File: src/rtl/aes_block_packer.sv
// -----------------------------------------------------------------------------
// aes_block_packer
//
// Packs a byte stream from the SD byte stage into 128-bit AES blocks. Bytes are
// accepted in FILL; after the 16th byte the packer moves to FULL and presents
// the block until the AES core accepts it. The first byte of a block lands in
// the most significant byte of block_data. Blocks are numbered within a
// 512-byte sector, and sector_done pulses after the last block of a sector is
// accepted.
//
// Optional feature macro: AES_PACKER_OVERFLOW_EN
//   defined   : overflow_err is a sticky flag set after any byte offered while
//               byte_ready is low (clear low); cleared by rst or clear.
//   undefined : overflow_err is tied low, port kept.
//
// Ports
//   clk          in   1    system clock, rising edge
//   rst          in   1    synchronous active-high reset
//   clear        in   1    synchronous soft clear of packer state
//   byte_data    in   8    byte from upstream
//   byte_valid   in   1    byte_data valid
//   byte_ready   out  1    packer accepts a byte this cycle
//   block_data   out  128  assembled AES block
//   block_valid  out  1    block_data holds a complete block
//   block_ready  in   1    downstream accepts the block
//   block_idx    out  clog2(BLOCKS_PER_SECTOR)  block index within sector
//   sector_done  out  1    pulse after last block of a sector is accepted
//   overflow_err out  1    sticky overflow flag (see macro above)
// -----------------------------------------------------------------------------
module aes_block_packer #(
    parameter int BLOCKS_PER_SECTOR = 32
) (
    input  logic                                 clk,
    input  logic                                 rst,
    input  logic                                 clear,
    input  logic [7:0]                           byte_data,
    input  logic                                 byte_valid,
    output logic                                 byte_ready,
    output logic [127:0]                         block_data,
    output logic                                 block_valid,
    input  logic                                 block_ready,
    output logic [$clog2(BLOCKS_PER_SECTOR)-1:0] block_idx,
    output logic                                 sector_done,
    output logic                                 overflow_err
);

    localparam int IDX_W = $clog2(BLOCKS_PER_SECTOR);

    typedef enum logic {
        ST_FILL = 1'b0,
        ST_FULL = 1'b1
    } state_t;

    state_t             r_state;
    state_t             w_state_next;
    logic [3:0]         r_byte_idx;
    logic [IDX_W-1:0]   r_block_idx;
    logic               r_sector_done;
    logic               w_byte_xfer;
    logic               w_block_acc;
    logic               w_last_block;
    logic [127:0]       w_block_data;

    assign w_last_block = (r_block_idx == IDX_W'(BLOCKS_PER_SECTOR - 1));

    // Next-state and handshake outputs. clear blocks both handshakes so it
    // wins over any transfer or acceptance in the same cycle.
    always_comb begin
        w_state_next = r_state;
        byte_ready   = 1'b0;
        block_valid  = 1'b0;
        w_byte_xfer  = 1'b0;
        w_block_acc  = 1'b0;
        case (r_state)
            ST_FILL: begin
                byte_ready  = ~clear;
                w_byte_xfer = byte_valid & ~clear;
                if (w_byte_xfer && (r_byte_idx == 4'd15)) begin
                    w_state_next = ST_FULL;
                end
            end
            ST_FULL: begin
                block_valid = 1'b1;
                w_block_acc = block_ready & ~clear;
                if (w_block_acc) begin
                    w_state_next = ST_FILL;
                end
            end
            default: w_state_next = ST_FILL;
        endcase
        if (clear) begin
            w_state_next = ST_FILL;
        end
    end

    always_ff @(posedge clk) begin
        if (rst) begin
            r_state <= ST_FILL;
        end else begin
            r_state <= w_state_next;
        end
    end

    // Byte and block counters, sector pulse.
    always_ff @(posedge clk) begin
        if (rst || clear) begin
            r_byte_idx    <= 4'd0;
            r_block_idx   <= '0;
            r_sector_done <= 1'b0;
        end else begin
            if (w_byte_xfer) begin
                r_byte_idx <= r_byte_idx + 4'd1;   // wraps 15 -> 0 naturally
            end
            r_sector_done <= w_block_acc & w_last_block;
            if (w_block_acc) begin
                r_block_idx <= w_last_block ? '0 : r_block_idx + IDX_W'(1);
            end
        end
    end

    // One register per byte lane. Lane gi holds transfer k = 15-gi, so the
    // first byte of a block ends up in bits [127:120]. Lanes not yet written
    // in the current block keep whatever the previous block left there.
    genvar gi;
    generate
        for (gi = 0; gi < 16; gi++) begin : g_lane
            logic [7:0] r_lane;
            logic       w_lane_we;

            assign w_lane_we = w_byte_xfer && (r_byte_idx == 4'(15 - gi));

            always_ff @(posedge clk) begin
                if (rst || clear) begin
                    r_lane <= 8'h00;
                end else if (w_lane_we) begin
                    r_lane <= byte_data;
                end
            end

            assign w_block_data[8*gi +: 8] = r_lane;
        end
    endgenerate

    assign block_data  = w_block_data;
    assign block_idx   = r_block_idx;
    assign sector_done = r_sector_done;

`ifdef AES_PACKER_OVERFLOW_EN
    logic r_overflow;

    // byte_ready is already low while clear is high, and clear resets the
    // flag, so an offer during clear never sets it.
    always_ff @(posedge clk) begin
        if (rst || clear) begin
            r_overflow <= 1'b0;
        end else if (byte_valid && !byte_ready) begin
            r_overflow <= 1'b1;
        end
    end

    assign overflow_err = r_overflow;
`else
    assign overflow_err = 1'b0;
`endif

endmodule

File: config.mk
export PLATFORM = sky130hd
export DESIGN_NAME = aes_block_packer
export DESIGN_NICKNAME = d
export VERILOG_FILES = /design/src/rtl/aes_block_packer.sv
export SDC_FILE = /design/constraint.sdc
export NUM_CORES = 1
export LEC_CHECK = 0
export BUFFER_PORTS_ARGS = -buffer_cell sky130_fd_sc_hd__buf_4
export CAP_MARGIN = 0
export CELL_PAD_IN_SITES_DETAIL_PLACEMENT = 1
export CELL_PAD_IN_SITES_GLOBAL_PLACEMENT = 2
export CORE_ASPECT_RATIO = 1.5
export CORE_UTILIZATION = 32
export DETAILED_ROUTE_END_ITERATION = 10
export GPL_TIMING_DRIVEN = 0
export PLACE_DENSITY_LB_ADDON = 0.3
export SETUP_SLACK_MARGIN = 0.4
export SYNTH_ARGS = -nofsm -noshare
export SYNTH_HDL_FRONTEND = slang
export SYNTH_SLANG_ARGS = --single-unit
File: constraint.sdc
create_clock -name clk -period 2.1 [get_ports clk]
set_input_delay 0.42 -clock clk [delete_from_list [all_inputs] [get_ports clk]]
set_output_delay 0.42 -clock clk [all_outputs]
set_load 0.005 [all_outputs]
==> impl_metrics.py <==
metrics = {
    "floorplan": {
        "die_y_um": 160,
        "dieArea_um2": 17300,
        "start_util_pct": 32.9,
        "fp-row-count": 57,
        "core_region_area_um2": 16300,
        "die-width_um": 108,
        "io_pins": 150,
    },
    "worst_setup_path": {
        "ff2ff_setup_slack_ps": 450,
        "max_stage_delay_ps": 510,
        "crit_start": "block_idx[0]",
        "crit_path_cell_trace": "ha_2 > and3_1 > ha_4 > or4b_4 > a21oi_2",
        "timing.rr.end": "block_idx[2]",
        "worstPathRequired_ps": 2440,
        "crit_buf_inv": 0,
        "worst_path_max_delay_cell": "or4b_4",
        "reg2reg_depth": 5,
        "start_kind": "flop",
        "crit_path_end_kind": "flop",
        "critPathCapture": "block_idx[2]",
        "worst-path-stages": 5,
        "arrival_ps": 2000,
        "crit_fanout": 6,
        "crit_family": "simple AND/OR/NAND/NOR gates",
        "rr_startpoint": "block_idx[0]",
        "setup.worst_path.class": "flop to flop",
    },
    "placement": {
        "hpwl_mm": 11.7,
        "dpl.cell_count": 857,
        "gp_congestion": 0.734,
        "numPortBuffers": 148,
    },
    "synthesis": {
        "yosysWarnings": 0,
        "synth_area_um2": 5350,
        "synth-seq-area-share_pct": 52.0,
        "synth_edf_count": 0,
        "postSynthAreaPerCell_um2": 10.6,
        "synth_flop_cell": "dfxtp_1",
        "synth.distinct_cells": 32,
        "ys_ff_latch": 139,
        "netlist_instances": 503,
        "syn_nets": 522,
        "async_reset_ff_share_pct": 0,
    },
    "timing": {
        "maxSlewViolCount": 0,
        "setup_tns_ps": 0,
        "clock_skew_ps": 9.66,
        "finalHoldViolations": 0,
        "finalCriticalPeriod_ps": 1650,
        "setup_violations": 0,
        "rsz0062_at_grt": "false",
        "fmax_mhz": 605,
        "period_share_pct": 78.7,
    },
    "power": {
        "powerDensity_nw_per_um2": 813,
        "vdd_drop_max_uv": 441,
        "finalPower_w": 0.00598,
        "leakagePower_nw": 3.89,
    },
    "run_status": {
        "outcome": "finished clean",
    },
    "global_routing": {
        "antenna_found_initial": 0,
        "grt_pass1_wl_mm": 24.4,
        "overflow": 0,
        "grt.total_usage_pct": 18.7,
        "grt_max_degree": 17,
        "grt_pass1_vias": 4454,
    },
    "routing": {
        "vias": 4176,
        "vias_per_cell": 4.71,
        "wirelength_mm": 15.7,
        "detail-route-antenna-nets": 0,
        "drcViolationCount": 0,
        "drtPass1Iterations": 4,
        "detailedRoute.firstIterationViolations": 78,
        "avgRoutedWirePerCell_um": 17.6,
    },
    "finish": {
        "diodes": 0,
        "final_cells": 887,
        "final_core_utilization_pct": 45.3,
        "n_fill_cell": 1834,
        "drive_gt1_share_pct": 34.4,
        "layout.cells.most_common_list": "152 x buf_4, 138 x nand2_1, 137 x dfxtp_1",
        "nets": 689,
        "final_common_cell": "buf_4",
        "area_delta_synth_final_pct": 37.5,
    },
    "run": {
        "drv_cap": 0,
    },
    "clock_tree": {
        "clkSinkCount": 139,
        "cts_tree": "done",
        "path_clk_slew_ps": 60,
        "clockBufferDepth": 2,
        "cts_htree_levels": 4,
        "cts_root_buffer": "clkbuf_16",
        "cts_buffers": 17,
        "insertion_delay_ps": 410,
    },
    "min_path": {
        "worstHoldPathType": "input pin to flop",
    },
}
cell families (layout without fill, tap and decap cells):
logic type / Yosys count / after routing / synth area share [%]
compound gates: 10 / 10 / 1.03
flops: 139 / 139 / 52.0
buf+inv: 37 / 215 / 4.11
mux: 131 / 131 / 24.5
other cells: 1 / 1 / 0.0700
xor+xnor: 2 / 2 / 0.327
fa+ha+maj: 6 / 6 / 1.40
simple gates: 177 / 177 / 16.6
per-stage QoR:
step           setup slack (ps)  cell area, um^2  hold WS (ps)
2_1_floorplan               464             5350           455
3_3_place_gp                306             6720           447
3_5_place_dp                208             6720           457
4_1_cts                     418             7350           334
5_1_grt                     393             7360           359
6_report                    447             7360           345
tightest hold or removal path, cell delays in order:
cell	delay, ps
buf_4	120
nand3b_4	120
nor2_1	50
state kept, by name, indices dropped and copies added, names as in the netlist:
register and count:
g_lane.r_lane 128, sector_done 1, block_idx 5, r_state 1, r_byte_idx 4
area by class of cell:
type	instances	area [um^2]	share of cell area [%]
sequential	139	2790	37.8
inverter	4	15.0	0.204
clock buffer	17	425	5.78
tap	206	258	3.50
multi-input combinational	327	2370	32.2
buffer	33	205	2.79
timing repair buffer	148	1110	15.1
clock inverter	13	190	2.58
worst min path at each step:
stage	start	end	slack, ps	depth (start not counted)
5_1_grt	block_ready	sector_done	360	3
3_5_place_dp	g_lane[14].r_lane[6]	g_lane[14].r_lane[6]	460	2
2_1_floorplan	g_lane[0].r_lane[0]	g_lane[0].r_lane[0]	450	2
4_1_cts	block_ready	sector_done	330	3
3_3_place_gp	g_lane[12].r_lane[0]	g_lane[12].r_lane[0]	450	2
6_report	block_ready	sector_done	350	3
metal layers:
metal	routed length, um	GRT usage, %
met3	687	4.30
met1	5860	19.0
met2	8900	36.7
met5	0	0
met4	210	5.79
where the power goes:
group,internal [W],switching [W]
combinational,0.0000603,0.000127
clock,0.00199,0.00116
sequential,0.00264,0.00000379
repair_timing:
action,4_1_cts,5_1_grt
setup buffers,0,0
hold buffers,0,0
endpoints found under the setup margin,2,2
gates resized for setup,5,2
cell usage after synthesis (3+ instances only):
master,instances,area [um^2]
o21ai_0,3,15.0
nand2_1,138,518
nand3_4,6,105
inv_1,4,15.0
nand2_2,3,18.8
ha_1,6,75.1
nand4_4,3,63.8
a21oi_1,5,25.0
dfxtp_1,139,2780
mux2i_1,131,1310
buf_4,4,30.0
buf_2,22,110
buf_6,3,33.8
nor2_1,10,37.5
nand3_1,3,15.0
nand3_2,3,30.0
Note: power is estimated with default switching activity, not from simulation.
